==> src/rtl/response_queue_pkg.sv <==
// Shared widths, slot record and flush-match helper for the response queue.
package response_queue_pkg;

  localparam int unsigned DATA_WIDTH = 16;
  localparam int unsigned ID_WIDTH   = 4;

  typedef logic [DATA_WIDTH-1:0] data_t;
  typedef logic [ID_WIDTH-1:0]   id_t;

  typedef struct packed {
    logic  live;
    id_t   id;
    data_t data;
  } slot_t;

  // True when id is named by either active flush request this cycle.
  function automatic logic flush_hit(input id_t id,
                                     input logic f1, input id_t fid1,
                                     input logic f2, input id_t fid2);
    return (f1 && (id == fid1)) || (f2 && (id == fid2));
  endfunction

endpackage

==> src/rtl/response_queue.sv <==
// Circular response buffer with per-slot id flush, killed-head draining and
// a sticky overflow flag. Outputs come straight from the head slot registers.
module response_queue
  import response_queue_pkg::*;
#(
  parameter int unsigned DEPTH = 4
) (
  input  logic                    clk,
  input  logic                    reset,
  input  logic [DATA_WIDTH-1:0]   in_data,
  input  logic [ID_WIDTH-1:0]     in_id,
  input  logic                    in_valid,
  input  logic                    in_flush_1,
  input  logic [ID_WIDTH-1:0]     in_flush_id_1,
  input  logic                    in_flush_2,
  input  logic [ID_WIDTH-1:0]     in_flush_id_2,
  output logic [DATA_WIDTH-1:0]   out_data,
  output logic [ID_WIDTH-1:0]     out_id,
  output logic                    out_valid,
  input  logic                    in_ready,
  output logic [$clog2(DEPTH):0]  out_count,
  output logic                    out_overflow
);

  localparam int unsigned      PTR_W    = $clog2(DEPTH);
  localparam int unsigned      CNT_W    = PTR_W + 1;
  localparam logic [CNT_W-1:0] FULL_CNT = CNT_W'(DEPTH);

  slot_t            slot_q [DEPTH];
  slot_t            slot_d [DEPTH];
  logic [PTR_W-1:0] wr_q, wr_d;
  logic [PTR_W-1:0] rd_q, rd_d;
  logic [CNT_W-1:0] cnt_q, cnt_d;
  logic             ovf_q, ovf_d;

  logic head_occ;
  logic head_live;
  logic head_kill;
  logic in_kill;
  logic pop;
  logic push;
  logic drop;

  // Head status, pop/push/drop decisions and head-slot outputs.
  always_comb begin
    head_occ  = (cnt_q != '0);
    head_live = slot_q[rd_q].live;
    head_kill = flush_hit(slot_q[rd_q].id, in_flush_1, in_flush_id_1,
                          in_flush_2, in_flush_id_2);
    in_kill   = flush_hit(in_id, in_flush_1, in_flush_id_1,
                          in_flush_2, in_flush_id_2);

    // A head being killed this cycle is held back from the consumer pop; it
    // drains as a dead entry on the following cycle instead.
    pop  = head_occ && (!head_live || (in_ready && !head_kill));
    push = in_valid && !in_kill && ((cnt_q != FULL_CNT) || pop);
    drop = in_valid && !in_kill && (cnt_q == FULL_CNT) && !pop;

    out_valid    = head_occ && head_live;
    out_data     = head_occ ? slot_q[rd_q].data : '0;
    out_id       = head_occ ? slot_q[rd_q].id   : '0;
    out_count    = cnt_q;
    out_overflow = ovf_q;
  end

  // Next-state: flush kills, pop retire, push write, pointer/count updates.
  always_comb begin
    slot_d = slot_q;
    wr_d   = wr_q;
    rd_d   = rd_q;
    cnt_d  = cnt_q;
    ovf_d  = ovf_q | drop;

    for (int unsigned i = 0; i < DEPTH; i++) begin
      if (flush_hit(slot_q[i].id, in_flush_1, in_flush_id_1,
                    in_flush_2, in_flush_id_2)) begin
        slot_d[i].live = 1'b0;
      end
    end

    if (pop) begin
      slot_d[rd_q].live = 1'b0;
      rd_d              = rd_q + PTR_W'(1);
    end

    // When full with a simultaneous pop the write slot equals the retiring
    // head slot, so the push write is applied last to win.
    if (push) begin
      slot_d[wr_q] = '{live: 1'b1, id: in_id, data: in_data};
      wr_d         = wr_q + PTR_W'(1);
    end

    case ({push, pop})
      2'b10:   cnt_d = cnt_q + CNT_W'(1);
      2'b01:   cnt_d = cnt_q - CNT_W'(1);
      default: cnt_d = cnt_q;
    endcase
  end

  // State registers with asynchronous clear of everything, storage included.
  always_ff @(posedge clk or posedge reset) begin
    if (reset) begin
      for (int unsigned i = 0; i < DEPTH; i++) begin
        slot_q[i] <= '0;
      end
      wr_q  <= '0;
      rd_q  <= '0;
      cnt_q <= '0;
      ovf_q <= 1'b0;
    end else begin
      for (int unsigned i = 0; i < DEPTH; i++) begin
        slot_q[i] <= slot_d[i];
      end
      wr_q  <= wr_d;
      rd_q  <= rd_d;
      cnt_q <= cnt_d;
      ovf_q <= ovf_d;
    end
  end

endmodule
==> config.mk <==
export PLATFORM = sky130hd
export DESIGN_NAME = response_queue
export DESIGN_NICKNAME = d
export VERILOG_FILES = /design/src/rtl/response_queue_pkg.sv /design/src/rtl/response_queue.sv
export SDC_FILE = /design/constraint.sdc
export NUM_CORES = 1
export LEC_CHECK = 0
export ABC_CLOCK_PERIOD_IN_PS = 4700
export CAP_MARGIN = 10
export CORE_MARGIN = 8
export CORE_UTILIZATION = 57
export DETAILED_ROUTE_END_ITERATION = 10
export GPL_TIMING_DRIVEN = 0
export PLACE_DENSITY = 0.8
export SETUP_SLACK_MARGIN = 0.05
export SLEW_MARGIN = 20
export SYNTH_ARGS = -nofsm -noshare
export SYNTH_HDL_FRONTEND = slang
export SYNTH_SLANG_ARGS = --single-unit
==> constraint.sdc <==
create_clock -name clk -period 4.7 [get_ports clk]
set_input_delay 0.94 -clock clk [delete_from_list [all_inputs] [get_ports clk]]
set_output_delay 0.94 -clock clk [all_outputs]
set_load 0.005 [all_outputs]
# Word-level counts from Yosys, hierarchy flattened
# Cells that the tools add are included.
[classes]
add_sub_neg = 4
multipliers = 0
div_mod_pow = 0
magnitude_cmp = 4
eq_ne = 16
n_shift = 0
n_mux = 18
bitwise = 3
reduce_logical = 35
[op_table]
columns = ["operator", "count"]
rows = [
  ["84-bit bitwise mux", 2],
  ["84-bit two-way mux", 2],
  ["21-bit demux with 2-bit select", 2],
  ["21-bit two-way mux", 4],
  ["4-bit equality test", 12],
  ["21-bit binary-select mux with 2-bit select", 1],
  ["1-bit logical AND", 21],
  ["16-bit two-way mux", 1],
  ["1-bit logical OR", 8],
  ["3-bit >= comparator, second input constant", 2],
  ["3-bit by 1-bit less-than comparator with 1-bit output, second input constant", 2],
  ["2-bit NOT with 3-bit output", 2],
  ["3-bit case mux with 2 select lines", 1],
  ["2-bit by 1-bit adder with 2-bit output, second input constant", 2],
  ["1-bit logical NOT", 4],
  ["1-bit two-way mux", 4],
  ["4-bit two-way mux", 1],
  ["3-bit by 1-bit adder with 3-bit output, second input constant", 1],
  ["3-bit equality test, second input constant", 1],
  ["3-bit inequality test, second input constant", 1],
  ["3-bit nonzero test", 1],
  ["3-bit by 1-bit subtractor with 3-bit output, second input constant", 1],
  ["2-bit by 1-bit equality test with 1-bit output, second input constant", 1],
  ["2-bit equality test, second input constant", 1],
  ["2 further kinds", 2],
]
[totals]
register_bits = 92
latchBits = 0
ramBits = 0
romBits = 0
in_bits = 34
output_inout_bits = 25
elab_cells = 96
mem_count = 0

# Longest topological paths before layout
# Gate-level depths: netlist of run 1.
[depth]
depth_word = 15
mapped_depth = 14
ltp_nobuf = 11

# Least setup slack after synthesis of run 1
# OpenSTA, ideal clock, no wires.
[synth_path]
path_kind = "input to register"
startpoint = "in in_flush_2"
endpoint = "reg cnt_q[2], in the netlist out_count[2]"
setup_ps = 79
arrival_ps = 3645
required_ps = 4621
path_slack_ps = 976
cell_stages = 13
path_buffers = 2
path_cell_list = "clkbuf_1 > or3b_2 > mux2i_1 > o2111ai_1 > o311a_4 > o21ai_2 > buf_2 > ha_1 > inv_1 > fa_1 > xor2_1 > nor2_1 > xor2_1"
[synth_between]
elab_chain_cells = 10
elab_cells_between_ends = 16
classes_between = "2 x eq/ne; 1 x mux; 13 x reduce/logical"
[synth_rtl]
columns = ["element", "line_no", "rtl"]
rows = [
  ["start, declared", "response_queue.sv:15", "input logic in_flush_2,"],
  ["1-bit logical AND", "response_queue_pkg.sv:20", "return (f1 && (id == fid1)) || (f2 && (id == fid2));"],
  ["1-bit logical OR", "response_queue_pkg.sv:20", ""],
  ["1-bit logical NOT", "response_queue.sv:55", "pop = head_occ && (!head_live || (in_ready && !head_kill));"],
  ["1-bit logical AND", "response_queue.sv:55", ""],
  ["1-bit logical OR", "response_queue.sv:55", ""],
  ["1-bit logical AND", "response_queue.sv:55", ""],
  ["1-bit logical OR", "response_queue.sv:56", "push = in_valid && !in_kill && ((cnt_q != FULL_CNT) || pop);"],
  ["1-bit logical AND", "response_queue.sv:56", ""],
  ["2-bit by 1-bit equality test with 1-bit output / 2-bit equality test (equally long branches)", "response_queue.sv:93", "case ({push, pop})"],
  ["3-bit case mux with 2 select lines / 2-bit nonzero test (equally long branches)", "--", ""],
  ["end signal, assigned", "response_queue.sv:116", "cnt_q <= cnt_d;"],
  ["end, declared", "response_queue.sv:33", "logic [CNT_W-1:0] cnt_q, cnt_d;"],
]
# Several ways; a longest one is shown, not always the timed one.
# A chain may end at the register's enable or synchronous reset.

# Worst setup path after layout of run 1
[layout_path]
startpoint = "reg rd_q[0]"
endpoint = "out out_data[14]"
[layout_between]
elab_chain_cells = 5
[layout_rtl]
columns = ["element", "line_no", "rtl"]
rows = [
  ["start, declared", "response_queue.sv:32", "logic [PTR_W-1:0] rd_q, rd_d;"],
  ["start signal, assigned", "response_queue.sv:115", "rd_q <= rd_d;"],
  ["2-bit NOT with 3-bit output (implied by the code)", "response_queue.sv:60", "out_data = head_occ ? slot_q[rd_q].data : '0;"],
  ["21-bit binary-select mux with 2-bit select", "response_queue.sv:60", ""],
  ["21-bit two-way mux (2 in a row)", "--", ""],
  ["16-bit two-way mux", "response_queue.sv:60", ""],
  ["end, declared", "response_queue.sv:17", "output logic [DATA_WIDTH-1:0] out_data,"],
]
# Every way passes these cells. The select of a mux whose other input is x is not followed.

==> results.py, run 1 <==
metrics = {
    "synthesis": {
        "synth_seq_area_share_pct": 42.01,
        "ys_types": 36,
        "synthTopCellsByArea": "dfrtp_1 42%, o2bb2ai_2 9.9%, mux4_2 8.6%, xor2_1 5.4%, nand2_1 4.8%",
        "synth_seq_cells": 92,
        "synth_fp_nets": 495,
        "yosys_warnings": 0,
        "synth_area_per_cell_sq_um": 12.15,
        "yosysTopAreaCell": "dfrtp_1",
        "synthCells": 451,
        "netlist_area_sq_mm": 0.005480,
        "yosysTopAreaCellShare_pct": 42.01,
    },
    "route": {
        "via_per_inst": 5.997,
        "wl_per_cell_um": 21.58,
        "vias": 3874,
        "routed_wl_mm": 13.94,
        "first_iter_violations": 272,
        "ant_nets": 0,
        "drc": 0,
        "firstDrtPassIters": 5,
    },
    "clock_tree": {
        "cts_tree": "yes",
        "insertion_delay_ns": 0.37,
        "numCtsBuffers": 9,
        "postCtsHoldBufs": 0,
        "cts-root-buf": "clkbuf_8",
        "clockBufferDepth": 2,
        "cts_resized": 0,
        "path_clk_slew_ns": 0.09,
        "ctsHtreeMaxLevel": 3,
        "cts_post_setup_buffers_inserted": 0,
        "clock-sinks": 92,
    },
    "floorplan": {
        "die_w_um": 114.1,
        "num_rows": 35,
        "initial_core_util_pct": 59.03,
        "top_level_ports": 59,
        "dieArea_sq_mm": 0.01301,
        "core_sq_mm": 0.009284,
        "die_h_um": 114.1,
    },
    "sta": {
        "worst_slew_pin_slew_ns": 0.8341,
        "setup_slack_ns": 0.5895,
        "fin_crit_ns": 4.110,
        "whs_ns": 0.4790,
        "post-route-period-util_pct": 87.46,
        "slew_headroom_pct": 44.40,
        "fmax_mhz": 243.3,
        "fin_skew_ns": 0.01647,
        "rsz0062_at_grt": "no",
        "setup_viol": 0,
        "final_max_slew_viol_count": 0,
        "final-hold-violation-count": 0,
    },
    "place": {
        "io_buffers": 49,
        "place.gp.congestion": 0.9207,
        "dp_cells": 630,
        "pre_cts_slack_ns": 0.4977,
        "hpwl_mm": 9.930,
    },
    "final_layout": {
        "drive_gt1_share_pct": 19.73,
        "syn_to_final_growth_pct": 16.48,
        "multiInputGateArea_sq_mm": 0.002868,
        "n_antenna_cell": 0,
        "final_nets": 556,
        "fin_cells": 646,
        "layout_common_cells": "92 x dfrtp_1, 70 x nand2_1, 49 x clkdlybuf4s50_1, 36 x o2bb2ai_2, 34 x xor2_1",
        "seq_area_sq_mm": 0.002302,
        "num-fill-cells": 692,
        "final_common_cell": "dfrtp_1",
        "final_util_pct": 68.76,
    },
    "setup_path": {
        "path_class": "reg2out",
        "required_ns": 3.76,
        "cp-start-kind": "register",
        "cp.arrival_ns": 3.17,
        "end_kind": "output pin",
        "worst-path-max-fanout": 10,
    },
    "status": {
        "status": "completed",
    },
    "grt": {
        "grt_start_max_net_pins": 50,
        "grt_pass1_wl_mm": 22.69,
        "grt.total_usage_pct": 22.47,
        "first_global_vias": 4144,
        "overflow": 0,
        "antenna_found_initial": 0,
    },
    "worst_hold_path": {
        "hold_path.class": "reg2reg",
    },
    "power_and_ir_drop": {
        "ir_drop_mv": 0.4232,
        "power.density_mw_per_mm2": 725.4,
        "total_power_mw": 4.631,
        "leakagePower_nw": 2.526,
    },
    "job": {
        "max_cap_viol_count": 0,
    },
}
-- state kept, by name, indices dropped and copies added, names as in the netlist --
register and flops:
slot_q 84, out_count 3, wr_q 2, rd_q 2, out_overflow 1
-- stage by stage --
stage	instance area, sq um	setup TNS (ns)
floorplan	5480	0
global placement	6132	-1.308
detailed placement	6162	0
CTS	6384	0
global route	6384	0
finish	6384	0
-- power breakdown --
part	internal (mW)	switching, mW	leakage [nW]
Clock	0.305	0.299	0.107
Sequential	1.17	0.333	1.13
Combinational	1.39	1.13	1.28
-- kinds of logic after synthesis --
family | synth area share (%)
buf+inv | 5.662
fa+ha+maj | 2.420
xor+xnor | 8.311
compound gates | 18.33
mux | 13.24
simple gates | 10.02
flops | 42.01
-- layer usage --
layer  global-route usage, %  share of wire, %  vias up
li1                        -                 -     1733
met1                   29.34                44     2011
met2                   37.11                50      118
met3                   4.747               5.3       12
met4                   5.945              0.87        0
met5                       0                 0        -
-- cell type report --
class,instances,share of cell area [%]
Multi-Input combinational cell,310,44.92
Clock inverter,6,1.470
Buffer,41,4.390
Inverter,8,0.5096
Tap cell,129,2.528
Clock buffer,10,1.999
Timing Repair Buffer,50,8.114
Sequential cell,92,36.06
-- cell usage after synthesis (all sizes together) --
| cell | number |
|---|---|
| a21boi | 1 |
| a21oi | 4 |
| a31oi | 1 |
| a41o | 1 |
| and2 | 21 |
| and3 | 1 |
| buf | 21 |
| clkbuf | 20 |
| dfrtp | 92 |
| fa | 1 |
| ha | 9 |
| inv | 8 |
| mux2 | 18 |
| mux2i | 5 |
| mux4 | 21 |
| nand2 | 70 |
| nand3 | 14 |
| nand3b | 2 |
| nor2 | 1 |
| nor3 | 9 |
| o2111ai | 1 |
| o211ai | 4 |
| o21ai | 5 |
| o2bb2ai | 64 |
| o311a | 1 |
| o311ai | 1 |
| o41ai | 1 |
| or3 | 1 |
| or3b | 1 |
| xnor2 | 18 |
| xor2 | 34 |
-- final timing paths --
path | start | to | slack [ns] | cells after the start
min in group asynchronous | reset | slot_q[45]$_DFFE_PP0P_ | 0.99 | 2
worst max-delay path | rd_q[0]$_DFFE_PP0N_ | out_data[14] | 0.59 | 6
worst max register to register | rd_q[1]$_DFFE_PP0N_ | out_count[2]$_DFFE_PP0P_ | 0.93 | 13
worst min-delay path | out_overflow$_DFF_PP0_ | out_overflow$_DFF_PP0_ | 0.48 | 1
max in group asynchronous | reset | slot_q[8]$_DFFE_PP0P_ | 3.08 | 3
worst min register to register | out_overflow$_DFF_PP0_ | out_overflow$_DFF_PP0_ | 0.48 | 1
-- worst max-delay path, cell delays in order, from the launching register on --
cell and delay (ns):
dfrtp_1 0.40, buf_6 0.17, buf_2 0.32, buf_1 0.68, mux4_2 0.60, and2_1 0.18, clkdlybuf4s50_1 0.46
No activity file was read; power rests on OpenSTA's default activity.
==> inputs of run 2 (changes only) <==
==> constraint.sdc (replaced) <==
create_clock -name clk -period 4.7 [get_ports clk]
set_input_delay 0.705 -clock clk [delete_from_list [all_inputs] [get_ports clk]]
set_output_delay 0.705 -clock clk [all_outputs]
set_load 0.005 [all_outputs]
==> results of run 2 <==
Same layout as run 1 (identical final DEF). Status: completed.
Among the figures that moved: setup slack after placement 0.4977 ns -> 0.7327 ns; setup slack after layout 0.5895 ns -> 0.8245 ns
==> inputs of run 3 (changes only) <==
ABC_CLOCK_PERIOD_IN_PS = 3900   (was 4700)
clock period = 3.9 ns   (was 4.7 ns; I/O delays follow)
==> run 3 against run 2 <==
  * Worst setup slack got worse by 0.52 ns
  * Core utilization increased by 0.054 points
  * Cell area about the same
  * Combinational power increased by 21%
  * First-iteration DRC count increased by 2.9%
  * Die area unchanged
  * Clock skew about the same
  * Clock power increased by 21%
  * Sequential cell count unchanged
  * Largest cell class unchanged
  * Highest routed layer unchanged
==> results.py, run 3 (same netlist as run 1, synthesis figures left out) <==
metrics = {
    "clock_tree": {
        "insertion_delay_ns": 0.37,
        "clock-sinks": 92,
        "postCtsHoldBufs": 0,
        "path_clk_slew_ns": 0.09,
        "ctsHtreeMaxLevel": 3,
        "cts-root-buf": "clkbuf_8",
        "cts_post_setup_buffers_inserted": 0,
        "cts_tree": "yes",
        "numCtsBuffers": 9,
        "cts_resized": 0,
        "clockBufferDepth": 2,
    },
    "sta": {
        "slew_headroom_pct": 51.65,
        "setup_viol": 0,
        "worst_slew_pin_slew_ns": 0.7229,
        "whs_ns": 0.4794,
        "tns_ns": 0,
        "post-route-period-util_pct": 92.08,
        "fin_crit_ns": 3.591,
        "fin_skew_ns": 0.01652,
        "setup_slack_ns": 0.3087,
        "rsz0062_at_grt": "no",
        "final_max_slew_viol_count": 0,
        "final-hold-violation-count": 0,
        "fmax_mhz": 278.5,
    },
    "route": {
        "routed_wl_mm": 14.00,
        "via_per_inst": 6.019,
        "firstDrtPassIters": 4,
        "wl_per_cell_um": 21.66,
        "ant_nets": 0,
        "vias": 3888,
        "drc": 0,
        "first_iter_violations": 280,
    },
    "floorplan": {
        "top_level_ports": 59,
        "die_h_um": 114.1,
        "die_w_um": 114.1,
        "core_sq_mm": 0.009284,
        "num_rows": 35,
        "dieArea_sq_mm": 0.01301,
        "initial_core_util_pct": 59.03,
    },
    "final_layout": {
        "n_antenna_cell": 0,
        "top_register": "slot_q",
        "drive_gt1_share_pct": 20.12,
        "largest_reg_flops": 84,
        "post-route-cell-area_sq_mm": 0.006389,
        "final_common_cell": "dfrtp_1",
        "num-fill-cells": 692,
        "seq_area_sq_mm": 0.002302,
        "final_util_pct": 68.81,
        "layout_common_cells": "92 x dfrtp_1, 70 x nand2_1, 49 x clkdlybuf4s50_1, 36 x o2bb2ai_2, 34 x xor2_1",
        "syn_to_final_growth_pct": 16.58,
        "final_nets": 556,
        "multiInputGateArea_sq_mm": 0.002868,
    },
    "worst_hold_path": {
        "min-delay-start": "out_overflow$_DFF_PP0_",
        "hold_path.class": "reg2reg",
    },
    "setup_path": {
        "path_buf_inv": 3,
        "cp_cell_sequence": "buf_6, mux4_2, xnor2_1, nand3_1, o311a_4, o21ai_2, buf_4, ha_1, inv_1, fa_1, xor2_1, nor2_1, xor2_1",
        "end_kind": "register",
        "cpPeakStageDelay_ns": 0.56,
        "worst-path-max-fanout": 10,
        "critPathSlowestCell": "mux4_2",
        "regToRegStartpoint": "rd_q[0]$_DFFE_PP0N_",
        "crit_family": "compound AO/OA/AOI/OAI gates",
        "startpoint": "rd_q[0]$_DFFE_PP0N_",
        "cp.arrival_ns": 3.88,
        "required_ns": 4.19,
        "cp-start-kind": "register",
        "crit_top_cell": "xor2_1",
        "path_class": "reg2reg",
    },
    "status": {
        "status": "completed",
    },
    "grt": {
        "antenna_found_initial": 0,
        "grt_start_max_net_pins": 50,
        "first_global_vias": 4144,
        "grt_pass1_wl_mm": 22.69,
        "grt.total_usage_pct": 22.47,
        "overflow": 0,
    },
    "place": {
        "place.gp.congestion": 0.9207,
        "io_buffers": 49,
        "placed_area_sq_mm": 0.006162,
        "pre_cts_slack_ns": 0.05269,
        "hpwl_mm": 9.930,
    },
    "power_and_ir_drop": {
        "leakagePower_nw": 2.533,
        "power.density_mw_per_mm2": 874.5,
        "ir_drop_mv": 0.4894,
    },
    "job": {
        "max_cap_viol_count": 0,
    },
}
[run 3: report_power, final]
group / switching (mW) / internal [mW] / leakage (nW)
registers: 0.401 / 1.41 / 1.13
logic: 1.37 / 1.67 / 1.29
clock network: 0.361 / 0.367 / 0.107
[run 3: per-stage QoR]
stage               total power [mW]  std cells
CTS                            5.593        646
floorplan                      3.781        451
detailed placement             4.857        630
global placement               4.735        629
finish                         5.587        646
global route                   5.923        646
[run 3: worst paths after layout]
kind,endpoint,slack (ns),cells past startpoint
hold / removal,out_overflow$_DFF_PP0_,0.48,1
max in group asynchronous,slot_q[51]$_DFFE_PP0P_,2.63,3
setup / recovery,out_count[2]$_DFFE_PP0P_,0.31,13
min in group asynchronous,slot_q[45]$_DFFE_PP0P_,0.63,2
setup reg to reg,out_count[2]$_DFFE_PP0P_,0.31,13
hold reg to reg,out_overflow$_DFF_PP0_,0.48,1
[run 3: worst reg2reg max path, stage by stage, from the launching register on]
cell and delay, ns:
dfrtp_1 0.41, buf_6 0.17, mux4_2 0.56, xnor2_1 0.18, nand3_1 0.15, o311a_4 0.42
o21ai_2 0.26, buf_4 0.29, ha_1 0.23, inv_1 0.07, fa_1 0.37, xor2_1 0.15
nor2_1 0.13, xor2_1 0.15
[run 3: final cells by class]
type / count / share of cell area, %
Tap cell: 129 / 2.526
Buffer: 41 / 4.465
Clock buffer: 10 / 1.998
Clock inverter: 6 / 1.469
Timing Repair Buffer: 50 / 8.108
Inverter: 8 / 0.5092
Multi-Input combinational cell: 310 / 44.89
Sequential cell: 92 / 36.04
[run 3: metal layers]
layer / global-route usage (%) / part of all wire, %
met4: 5.945 / 1.0
met1: 29.34 / 44
met3: 4.747 / 5.1
met2: 37.11 / 50
met5: 0 / 0
